`config.mk`:
```
export PLATFORM = sky130hd
export DESIGN_NAME = ring_osc_scan_ctrl
export DESIGN_NICKNAME = d
export VERILOG_FILES = /design/src/rtl/ring_osc_scan_ctrl_pkg.sv /design/src/rtl/ring_osc_scan_ctrl_edge_counter.sv /design/src/rtl/ring_osc_scan_ctrl.sv
export SDC_FILE = /design/constraint.sdc
export NUM_CORES = 1
export LEC_CHECK = 0
export CORE_ASPECT_RATIO = 0.6
export CORE_MARGIN = 10
export CORE_UTILIZATION = 54
export CTS_CLUSTER_SIZE = 16
export DETAILED_ROUTE_END_ITERATION = 16
export PLACE_DENSITY = 0.87
export RECOVER_POWER = 50
export REMOVE_ABC_BUFFERS = 1
export SLEW_MARGIN = 25
export SYNTH_ARGS = -nofsm -noshare
export SYNTH_HDL_FRONTEND = slang
export SYNTH_HIERARCHICAL = 1
export SYNTH_SLANG_ARGS = --single-unit
```
`constraint.sdc`:
```
create_clock -name clk -period 3.5 [get_ports clk]
set_input_delay 0.525 -clock clk [delete_from_list [all_inputs] [get_ports clk]]
set_output_delay 0.525 -clock clk [all_outputs]
set_load 0.05 [all_outputs]
```
`src/rtl/ring_osc_scan_ctrl_pkg.sv`:
```
// Shared types and constants for the ring-oscillator scan controller.
package ring_osc_scan_ctrl_pkg;

  typedef enum logic [2:0] {
    IDLE   = 3'd0,
    SETTLE = 3'd1,
    GATE   = 3'd2,
    DRAIN  = 3'd3,
    REPORT = 3'd4
  } state_t;

  localparam int unsigned DRAIN_CYC   = 3;
  localparam int unsigned SYNC_STAGES = 2;

endpackage

```
`src/rtl/ring_osc_scan_ctrl_edge_counter.sv`:
```
// Synchronizes one asynchronous RO output, detects rising edges and counts
// them into a saturating counter with an overflow flag.
module ro_edge_counter
  import ring_osc_scan_ctrl_pkg::*;
#(
  parameter int unsigned CNT_W = 16
) (
  input  logic             clk,
  input  logic             rst,
  input  logic             clr,
  input  logic             cnt_en,
  input  logic             ro_in,
  output logic [CNT_W-1:0] count,
  output logic             ovf
);

  logic [SYNC_STAGES-1:0] sync;
  logic                   s2;
  logic                   rise;

  assign rise = sync[SYNC_STAGES-1] & ~s2;

  always_ff @(posedge clk) begin
    if (rst || clr) begin
      sync  <= '0;
      s2    <= 1'b0;
      count <= '0;
      ovf   <= 1'b0;
    end else begin
      sync <= {sync[SYNC_STAGES-2:0], ro_in};
      s2   <= sync[SYNC_STAGES-1];
      if (cnt_en && rise) begin
        // edges arriving at all-ones are dropped and flagged, never wrapped
        if (count == '1) ovf   <= 1'b1;
        else             count <= count + CNT_W'(1);
      end
    end
  end

endmodule

```
`src/rtl/ring_osc_scan_ctrl.sv`:
```
// Time-shares a bank of ring oscillators: enables one at a time, settles,
// counts edges over a gate window and publishes the result via valid/ready.
module ring_osc_scan_ctrl
  import ring_osc_scan_ctrl_pkg::*;
#(
  parameter int unsigned NUM_RO     = 4,
  parameter int unsigned SEL_W      = 2,
  parameter int unsigned CNT_W      = 16,
  parameter int unsigned GATE_W     = 16,
  parameter int unsigned SETTLE_CYC = 16
) (
  input  logic              clk,
  input  logic              rst,
  input  logic              start,
  input  logic              scan,
  input  logic [SEL_W-1:0]  sel,
  input  logic [GATE_W-1:0] gate_cycles,
  input  logic              abort,
  input  logic [NUM_RO-1:0] ro_out,
  output logic [NUM_RO-1:0] ro_en,
  output logic              busy,
  output logic              res_valid,
  input  logic              res_ready,
  output logic [SEL_W-1:0]  res_id,
  output logic [CNT_W-1:0]  res_count,
  output logic              res_ovf
);

  localparam int unsigned TMR_W = (GATE_W > $clog2(SETTLE_CYC) + 1) ? GATE_W
                                                                    : $clog2(SETTLE_CYC) + 1;

  state_t              state, nxt_state;
  logic [TMR_W-1:0]    tmr, nxt_tmr;
  logic [SEL_W-1:0]    cur, nxt_cur;
  logic [NUM_RO-1:0]   nxt_en;
  logic                scan_q, nxt_scan;
  logic [GATE_W-1:0]   gate_q, nxt_gate;
  logic                load_en;
  logic                clr;
  logic                cnt_en;
  logic                ro_sel;

  always_ff @(posedge clk) begin
    if (rst) begin
      state  <= IDLE;
      tmr    <= '0;
      cur    <= '0;
      ro_en  <= '0;
      scan_q <= 1'b0;
      gate_q <= '0;
    end else begin
      state  <= nxt_state;
      tmr    <= nxt_tmr;
      cur    <= nxt_cur;
      ro_en  <= nxt_en;
      scan_q <= nxt_scan;
      gate_q <= nxt_gate;
    end
  end

  always_comb begin
    nxt_state = state;
    nxt_tmr   = tmr;
    nxt_cur   = cur;
    nxt_en    = ro_en;
    nxt_scan  = scan_q;
    nxt_gate  = gate_q;
    load_en   = 1'b0;
    clr       = 1'b0;
    unique case (state)
      IDLE: begin
        clr = 1'b1;
        if (start && !abort && (scan || 32'(sel) < NUM_RO)) begin
          nxt_scan  = scan;
          nxt_gate  = gate_cycles;
          nxt_cur   = scan ? '0 : sel;
          load_en   = 1'b1;
          nxt_tmr   = TMR_W'(SETTLE_CYC - 1);
          nxt_state = SETTLE;
        end
      end
      SETTLE: begin
        if (tmr == '0) begin
          if (gate_q == '0) begin
            nxt_en    = '0;
            nxt_tmr   = TMR_W'(DRAIN_CYC - 1);
            nxt_state = DRAIN;
          end else begin
            nxt_tmr   = TMR_W'(gate_q) - TMR_W'(1);
            nxt_state = GATE;
          end
        end else begin
          nxt_tmr = tmr - TMR_W'(1);
        end
      end
      GATE: begin
        if (tmr == '0) begin
          nxt_en    = '0;
          nxt_tmr   = TMR_W'(DRAIN_CYC - 1);
          nxt_state = DRAIN;
        end else begin
          nxt_tmr = tmr - TMR_W'(1);
        end
      end
      DRAIN: begin
        if (tmr == '0) nxt_state = REPORT;
        else           nxt_tmr   = tmr - TMR_W'(1);
      end
      REPORT: begin
        if (res_ready) begin
          clr = 1'b1;
          if (scan_q && 32'(cur) < NUM_RO - 1) begin
            nxt_cur   = cur + SEL_W'(1);
            load_en   = 1'b1;
            nxt_tmr   = TMR_W'(SETTLE_CYC - 1);
            nxt_state = SETTLE;
          end else begin
            nxt_state = IDLE;
          end
        end
      end
      default: nxt_state = IDLE;
    endcase
    if (load_en) begin
      for (int unsigned i = 0; i < NUM_RO; i++) nxt_en[i] = (nxt_cur == SEL_W'(i));
    end
    if (abort && state != IDLE) begin
      nxt_state = IDLE;
      nxt_en    = '0;
      nxt_cur   = cur;
    end
  end

  always_comb begin
    ro_sel = 1'b0;
    for (int unsigned i = 0; i < NUM_RO; i++) begin
      if (cur == SEL_W'(i)) ro_sel = ro_out[i];
    end
  end

  // with a zero-length gate the drain must not pick up settle-period edges
  assign cnt_en = (state == GATE) || (state == DRAIN && gate_q != '0);

  ro_edge_counter #(
    .CNT_W(CNT_W)
  ) u_cnt (
    .clk   (clk),
    .rst   (rst),
    .clr   (clr),
    .cnt_en(cnt_en),
    .ro_in (ro_sel),
    .count (res_count),
    .ovf   (res_ovf)
  );

  assign busy      = (state != IDLE);
  assign res_valid = (state == REPORT);
  assign res_id    = cur;

endmodule

```
# Yosys cells after proc, flatten, opt, wreduce, memory -nomap -nowiden
# Index checks and enable logic that the tools add are counted.
# classes
addsub	4
n_lt_le_gt_ge	1
n_eq_ne	21
n_mux	36
bitwise	3
reduce_logical	24
# op_table
cell	count
16-bit two-way mux	7
16-bit case mux with 5 select lines	1
16-bit logical NOT	2
16-bit by 1-bit subtractor with 16-bit output, second input constant	2
16-bit by 1-bit adder with 16-bit output, second input constant	1
16-bit == test, second input constant	1
4-bit two-way mux	4
16-bit nonzero test	1
3-bit two-way mux	5
3-bit case mux with 5 select lines	1
1-bit two-way mux	10
2-bit inequality test, second input constant	5
5-bit AND reduction	2
3-bit inequality test, second input constant	3
2-bit == test, second input constant	4
2-bit two-way mux	4
4-bit case mux with 2 select lines	1
3-bit by 2-bit == test with 1-bit output, second input constant	2
2-bit AND reduction	3
3-bit nonzero test	2
1-bit logical AND	5
5-bit nonzero test	1
2-bit by 1-bit == test with 1-bit output, second input constant	2
2-bit logical NOT	2
other kinds (14)	18
# totals
ff_bits	62
output_inout_bits	25
elab_cells	99

# Logic depth before layout (Yosys ltp)
# Gate-level depths: netlist of the first run.
# depth
depth_word	7
mapped_depth	10
mapped_depth_nobuf	10

# Cells and area by module
# Netlist of the first run, hierarchy kept.
# modules_own_cells
mod	instances	cells_per_inst	area_each_um2	seq_area_each_um2
ring_osc_scan_ctrl	1	327	2641.3	840.8
ro_edge_counter	1	110	975.9	400.4

# Least setup slack after synthesis of the first run
# No wires, ideal clock.
# synth_path
kind	flip-flop to flip-flop
start	register gate_q[0]
end	register u_cnt.count[11]
setup_time_ns	0.070
arrival_time_ns	2.216
required_ns	3.430
slack_ns	1.214
stages_incl_launch_ff	11
n_path_buf	0
synth_period_minus_slack_ns	2.286
cell_sequence	dfxtp_1 -> inv_1 -> ha_1 -> nor4b_1 -> nand4_1 -> inv_1 -> a21oi_1 -> and3b_1 -> nand4_4 -> or4_1 -> a21oi_1
# synth_between
elab_chain_cells	5
# synth_lines
item	line	text
start, declared	ring_osc_scan_ctrl.sv:37	logic [GATE_W-1:0] gate_q, nxt_gate;
start signal, assigned	ring_osc_scan_ctrl.sv:57	gate_q <= nxt_gate;
16-bit nonzero test	ring_osc_scan_ctrl.sv:142	assign cnt_en = (state == GATE) || (state == DRAIN && gate_q != '0);
1-bit logical AND	ring_osc_scan_ctrl.sv:142	
1-bit logical OR	ring_osc_scan_ctrl.sv:142	
net cnt_en	ring_osc_scan_ctrl.sv:40	logic cnt_en;
1-bit logical AND	ring_osc_scan_ctrl_edge_counter.sv:32	if (cnt_en && rise) begin
2-bit AND reduction (no line)	-	
end signal, assigned	ring_osc_scan_ctrl_edge_counter.sv:35	else count <= count + CNT_W'(1);
end, declared	ring_osc_scan_ctrl_edge_counter.sv:13	output logic [CNT_W-1:0] count,
# The timed path passes the listed nets, and every way through them passes these cells.
# A chain may end at the register's enable or synchronous reset.

# Worst setup path in the final report of the first run
# layout_path
start	register state[2]
end	output busy
# layout_between
elab_chain_cells	1
# layout_lines
item	line	text
start, declared	ring_osc_scan_ctrl.sv:32	state_t state, nxt_state;
start signal, assigned	ring_osc_scan_ctrl.sv:52	state <= nxt_state;
3-bit nonzero test	ring_osc_scan_ctrl.sv:156	assign busy = (state != IDLE);
end, declared	ring_osc_scan_ctrl.sv:21	output logic busy,
# No other way between the ends.

==> results of run 1 <==
kinds of logic (layout without fill, tap and decap cells):
| family | count (synthesis) | after routing |
|---|---|---|
| simple gates | 207 | 207 |
| compound gates | 116 | 116 |
| flops | 62 | 62 |
| buf+inv | 22 | 80 |
| xor+xnor | 20 | 20 |
| fa+ha+maj | 8 | 8 |
| mux | 2 | 2 |
path summary, 6_finish.rpt:
kind	from	endpoint	slack, ns
hold reg to reg	u_cnt/sync[0]	u_cnt/sync[1]	0.45
hold / removal	u_cnt/sync[0]	u_cnt/sync[1]	0.45
setup / recovery	state[2]	busy	0.83
setup reg to reg	tmr[0]	tmr[12]	0.89
routing by layer:
layer | part of all wire (%) | GRT usage (%) | wire length (µm) | vias up
li1 | - | - | - | 1721
met1 | 46 | 25.9 | 4800 | 1710
met2 | 42 | 28.1 | 4360 | 178
met3 | 10 | 5.96 | 1070 | 16
met4 | 1.5 | 6.83 | 152 | 0
met5 | 0 | 0 | 0 | -
synthesized netlist by cell type (6+ instances only):
| master | n |
|---|---|
| nand2_1 | 66 |
| dfxtp_1 | 62 |
| a21oi_1 | 48 |
| nor2_1 | 22 |
| nor3_1 | 15 |
| o21ai_0 | 13 |
| or3_1 | 13 |
| xor2_1 | 11 |
| nand3_1 | 10 |
| nor2b_1 | 9 |
| o31ai_1 | 9 |
| xnor2_1 | 9 |
| and2_1 | 8 |
| ha_1 | 8 |
| inv_1 | 8 |
| nand2b_1 | 8 |
| nor4_1 | 8 |
| clkbuf_1 | 7 |
| nand4_1 | 7 |
| a32o_1 | 6 |
| o21ai_1 | 6 |
| or4_1 | 6 |
registers in the layout, indices dropped and copies added, names as in the netlist:
signal       cells
tmr             16
u_cnt/ovf        1
ro_en            4
gate_q          16
u_cnt/s2         1
state            3
res_id           2
u_cnt/count     16
u_cnt/sync       2
scan_q           1
metrics by stage:
step	setup slack, ns	hold WS, ns	std cells	cell area (µm²)	util [%]
4_1_cts	0.847	0.444	579	4400	69.8
6_report	0.832	0.445	579	4400	69.7
5_1_grt	0.699	0.459	579	4400	69.7
3_3_place_gp	0.947	0.406	563	4200	66.6
2_1_floorplan	1.11	0.406	423	3540	-
3_5_place_dp	0.856	0.416	563	4200	66.6
power groups by stage:
stage / registers (mW) / logic (mW) / clock network, mW
floorplan: 0.900 / 1.06 / 0
global route: 0.894 / 1.65 / 0.680
finish: 0.885 / 1.51 / 0.643
detailed placement: 0.896 / 1.47 / 0
CTS: 0.881 / 1.48 / 0.654
global placement: 0.890 / 1.43 / 0
final cells by class:
type / instances / area (µm²) / area share [%]
clock buffers: 12 / 155 / 3.53
well taps: 84 / 105 / 2.39
flip-flops and latches: 62 / 1240 / 28.2
clock inverters: 4 / 45.0 / 1.02
repair buffers: 56 / 547 / 12.4
multi-input cells: 353 / 2270 / 51.7
inverters: 8 / 30.0 / 0.683
worst max-delay path, cell delays in order (launching register included):
cell and delay, ns:
dfxtp_1 0.59, or3_1 0.34, clkdlybuf4s50_1 0.86
==> run summary, run 1 <==
GR Util All Layers: 19.3%
Cell Area, Synth: 3620 µm²
Leakage: 1.60 nW
DRC Markers: 0
Synth Area per Inst: 8.28 µm²
Clock network power share: 21.1%
Synth Area in Adders: 2.77%
CTS resizes: 0
Net switching power: 1.35 mW
Netlist cell types: 69
Ys async rst share: 0%
Pin count of the biggest net entering global routing: 20
FF+latch count, synth: 62
Highest-count cells in the layout ignoring fill and taps: nand2_1 (66), dfxtp_1 (62), a21oi_1 (48)
Pins Over Slew Limit: 0
Vias: 3625
Status: complete, no violations
Crit path DAT: 2.14 ns
FMAX: 375 MHz
DRT Wirelength: 10.4 mm
Critical path class: register to primary output
Largest area contributor in the netlist: dfxtp_1
Final layout net count: 526
Slew HR: 50.1%
Final min period: 2.67 ns
Simple-gate share of the synthesized area: 33.3%
Largest family of logic cells by synthesized area: simple AND/OR/NAND/NOR gates
CP Capture Type: primary output
Antenna Nets Post-Route: 0
Number of port buffers: 52
XOR/XNOR Fraction of Synth Area: 4.84%
EDFF count, synth: 0
Total of max-cap violations: 0
Reg clk slew, reported paths: 0.07 ns
Worst Path Required: 2.97 ns
Wirelength per Cell: 17.9 µm
CTS tree: built
Critical-path maximum fanout: 15
Ys flop type: dfxtp_1
Clock Skew: 0.00734 ns
Post-synthesis mux area share: 0.553%
Reg2Reg Depth: 8
Slew @ Worst Pin: 0.749 ns
Vias in the first global route: 3293
Seq/Total Area, Yosys: 34.3%
Instance count of the mapped netlist: 437
DIE HEIGHT: 83.4 µm
Internal power: 1.70 mW
Filler Cells Inserted: 513
Synth top area cells: dfxtp_1 (34%), nand2_1 (6.8%), a21oi_1 (6.6%)
PwrDens: 692 nW/µm²
Die area: 10500 µm²
Ys Warns: 6
VDD IR max: 435 µV
GPL Wtd Cong: 0.999
DR pass1 iterations: 5
Worst Setup Start Kind: register
# IOs: 53
Initial antenna violation count: 0
Die X: 126 µm
Setup TNS: 0 ns
# rows: 22
Core Region: 6300 µm²
Clock sinks: 62
Final Setup Violations: 0
Post-CTS Hold Buffers: 0
HPWL Detailed: 7.95 mm
Reg power frac: 29.1%
Max Root-Sink Buffers: 2
PnR Total Power: 3.04 mW
Switching share of power: 44.2%
Initial core utilization: 57.4%
Diodes inserted: 0
Combinational power share: 49.8%
Cts bufs inserted: 9
Postcts setup bufs: 0
Share of layout cells above drive strength 1: 9.29%
First-pass GRT wire length: 16.8 mm
H-tree depth: 3
Unrepaired setup endpoints after global routing: no
Part of the cycle the worst path needs: 76.2%
Skew-Pair Late Insertion Delay: 0.36 ns
Root buf cell: clkbuf_8
Final Hold Vio Count: 0
Synth top area share: 34.3%
Commonest non-fill, non-tap cell in the layout: nand2_1
Compound-Gate Fraction of Synth Area: 21.4%
Drt first-iter violations: 462
Worst min-delay path class: register to register
Synth-to-Final Area Change: 21.5%
Via density: 6.26
Gr ovfl total: 0
Hold path depth: 1
(Power assumes the default switching activity.)
==> inputs of run 2 (changes only) <==
==> constraint.sdc (replaced) <==
create_clock -name clk -period 2.65 [get_ports clk]
set_input_delay 0.3975 -clock clk [delete_from_list [all_inputs] [get_ports clk]]
set_output_delay 0.3975 -clock clk [all_outputs]
set_load 0.05 [all_outputs]
==> run 2 against run 1 <==
Compared with the run above:
- non-clock buffer count grew 6
- count of clock-buffer cells in the layout unchanged
- highest routed layer unchanged
- critical path depth did not move
- design area grew 1.1%
- sequential share of layout area fell by 0.29 points
- final cell count is 0.86% higher
- wire length grew 0.79%
- clock skew rose by 0.0019 ns
- global-route usage is 0.17 points higher
- hold slack got worse by 0.013 ns
- critical path type unchanged
- largest cell class unchanged
- setup slack got worse by 0.72 ns
- critical endpoint unchanged
- power grew 35%
==> run summary, run 2 (synthesis results as in run 1) <==
Status: complete, no violations (unchanged)
DR pass1 iterations: 5 (unchanged)
Clock Skew: 0.00927 ns (was 0.00734 ns)
Reg clk slew, reported paths: 0.07 ns (about the same)
Number of port buffers: 52 (unchanged)
Switching share of power: 43.6% (was 44.2%)
Diodes inserted: 0 (unchanged)
Max Root-Sink Buffers: 2 (unchanged)
Final layout net count: 532 (was 526)
Crit path max-delay cell type: clkdlybuf4s50_1 (unchanged)
VDD IR max: 516 µV (was 435 µV)
Crit-path max cell delay: 0.86 ns (about the same)
Reg power frac: 28.5% (was 29.1%)
Critical path class: register to primary output (unchanged)
CTS tree: built (unchanged)
GR Util met2: 27.5% (was 28.1%)
Vias in the first global route: 3359 (was 3293)
Setup TNS: 0 ns (unchanged)
Placed instance count: 569 (was 563)
DRC Markers: 0 (unchanged)
Ordered list of cells on the worst path: or3_1, clkdlybuf4s50_1 (unchanged)
Critical-path maximum fanout: 15 (unchanged)
Combinational power share: 50.3% (was 49.8%)
Die X: 126 µm (unchanged)
Crit path DAT: 2.14 ns (about the same)
Skew-Pair Late Insertion Delay: 0.35 ns (was 0.36 ns)
Part of the cycle the worst path needs: 95.6%
Hold path depth: 1 (unchanged)
Crit-path leading delay family: buffers and inverters (unchanged)
Root buf cell: clkbuf_8 (unchanged)
# IOs: 53 (unchanged)
Slew HR: 48.6% (was 50.1%)
GR Util All Layers: 19.4% (was 19.3%)
Commonest non-fill, non-tap cell in the layout: nand2_1 (unchanged)
Drt first-iter violations: 332 (was 462)
DIE HEIGHT: 83.4 µm (unchanged)
Leakage: 1.62 nW (was 1.60 nW)
Clock sinks: 62 (unchanged)
Worst Setup Start Kind: register (unchanged)
Most crowded layer after global routing: met2 (unchanged)
Die area: 10500 µm² (unchanged)
Pin count of the biggest net entering global routing: 19 (was 20)
Internal power: 2.32 mW (was 1.70 mW)
Total stage count of the critical path: 2 (unchanged)
Cts bufs inserted: 9 (unchanged)
Share of layout cells above drive strength 1: 10.4% (was 9.29%)
Reg2Reg Depth: 9 (was 8)
HPWL Detailed: 7.94 mm (was 7.95 mm)
FMAX: 395 MHz
Filler Cells Inserted: 503 (was 513)
Initial antenna violation count: 0 (unchanged)
Final Setup Violations: 0 (unchanged)
GR met1 Demand/Resource: 27.4% (was 25.9%)
Net switching power: 1.79 mW (was 1.35 mW)
Gr ovfl total: 0 (unchanged)
Antenna Nets Post-Route: 0 (unchanged)
WHS: 0.432 ns (was 0.445 ns)
Highest-count cells in the layout ignoring fill and taps: nand2_1 (66), dfxtp_1 (62), a21oi_1 (47) (was nand2_1 (66), dfxtp_1 (62), a21oi_1 (48))
Post-CTS Hold Buffers: 0 (unchanged)
Worst min-delay path class: register to register (unchanged)
First-pass GRT wire length: 17.2 mm (was 16.8 mm)
Total of max-cap violations: 0 (unchanged)
Core Region: 6300 µm² (unchanged)
CP Capture Type: primary output (unchanged)
Non-Filler Instances: 584 (was 579)
Final Hold Vio Count: 0 (unchanged)
Synth-to-Final Area Change: 22.8% (was 21.5%)
PnR Total Power: 4.10 mW (was 3.04 mW)
Wirelength per Cell: 17.9 µm (about the same)
PwrDens: 923 nW/µm² (was 692 nW/µm²)
Pins Over Slew Limit: 0 (unchanged)
Postcts setup bufs: 0 (unchanged)
Slew @ Worst Pin: 0.771 ns (was 0.749 ns)
Worst Path Required: 2.25 ns (was 2.97 ns)
Vias: 3668 (was 3625)
# rows: 22 (unchanged)
GPL Wtd Cong: 0.963 (was 0.999)
Via density: 6.28 (was 6.26)
H-tree depth: 3 (unchanged)
CP bufs+invs: 1 (unchanged)
CTS resizes: 0 (unchanged)
DRT Wirelength: 10.5 mm (was 10.4 mm)
GRT met3 Usage: 4.82% (was 5.96%)
Unrepaired setup endpoints after global routing: no (unchanged)
Clock network power share: 21.2% (was 21.1%)
Final min period: 2.53 ns
Initial core utilization: 57.4% (unchanged)
Largest regs: gate_q: 16 flops, tmr: 16 flops, u_cnt/count: 16 flops (unchanged)
==> run 2: cell count changes in the layout (fill, tap and decap cells not counted), moves of 2 or more <==
cell / previous run / this run
buf_4: 3 / 9
clkdlybuf4s50_1: 30 / 33
clkinv_2: 3 / 1
dlygate4sd3_1: 22 / 19
==> run 2: through the flow <==
stage | area, µm² | setup slack (ns) | util [%]
after floorplan | 3540 | 0.255 | -
after global placement | 4250 | 0.269 | 67.3
after detailed placement | 4250 | 0.177 | 67.3
after CTS | 4450 | 0.112 | 70.6
after global routing | 4440 | 0.0130 | 70.5
final | 4440 | 0.117 | 70.5
==> run 2: power by group through the flow <==
stage	Clock (mW)	Sequential (mW)	Combinational [mW]
final	0.871	1.17	2.06
after global routing	0.916	1.18	2.25
after detailed placement	0	1.18	2.00
after global placement	0	1.17	1.97
after CTS	0.876	1.16	2.03
after floorplan	0	1.19	1.40
==> run 2: metal layers <==
layer | routed length, µm | part of all wire, % | vias up
met2 | 4290 | 41 | 167
met1 | 5040 | 48 | 1737
met5 | 0 | 0 | -
li1 | - | - | 1738
met4 | 208 | 2.0 | 0
met3 | 934 | 8.9 | 26
==> run 2: path summary, 6_finish.rpt <==
kind | from | to | slack, ns
max | state[2] | busy | 0.12
min | u_cnt/sync[0] | u_cnt/sync[1] | 0.43
max reg2reg | tmr[0] | tmr[12] | 0.18
min reg2reg | u_cnt/sync[0] | u_cnt/sync[1] | 0.43
==> run 2: final cells by class <==
type,count,area (µm²),area share (%)
multi-input cells,353,2270,51.0
clock inverters,3,42.5,0.957
inverters,8,30.0,0.676
flip-flops and latches,62,1240,27.9
clock buffers,12,165,3.72
repair buffers,62,592,13.3
well taps,84,105,2.37
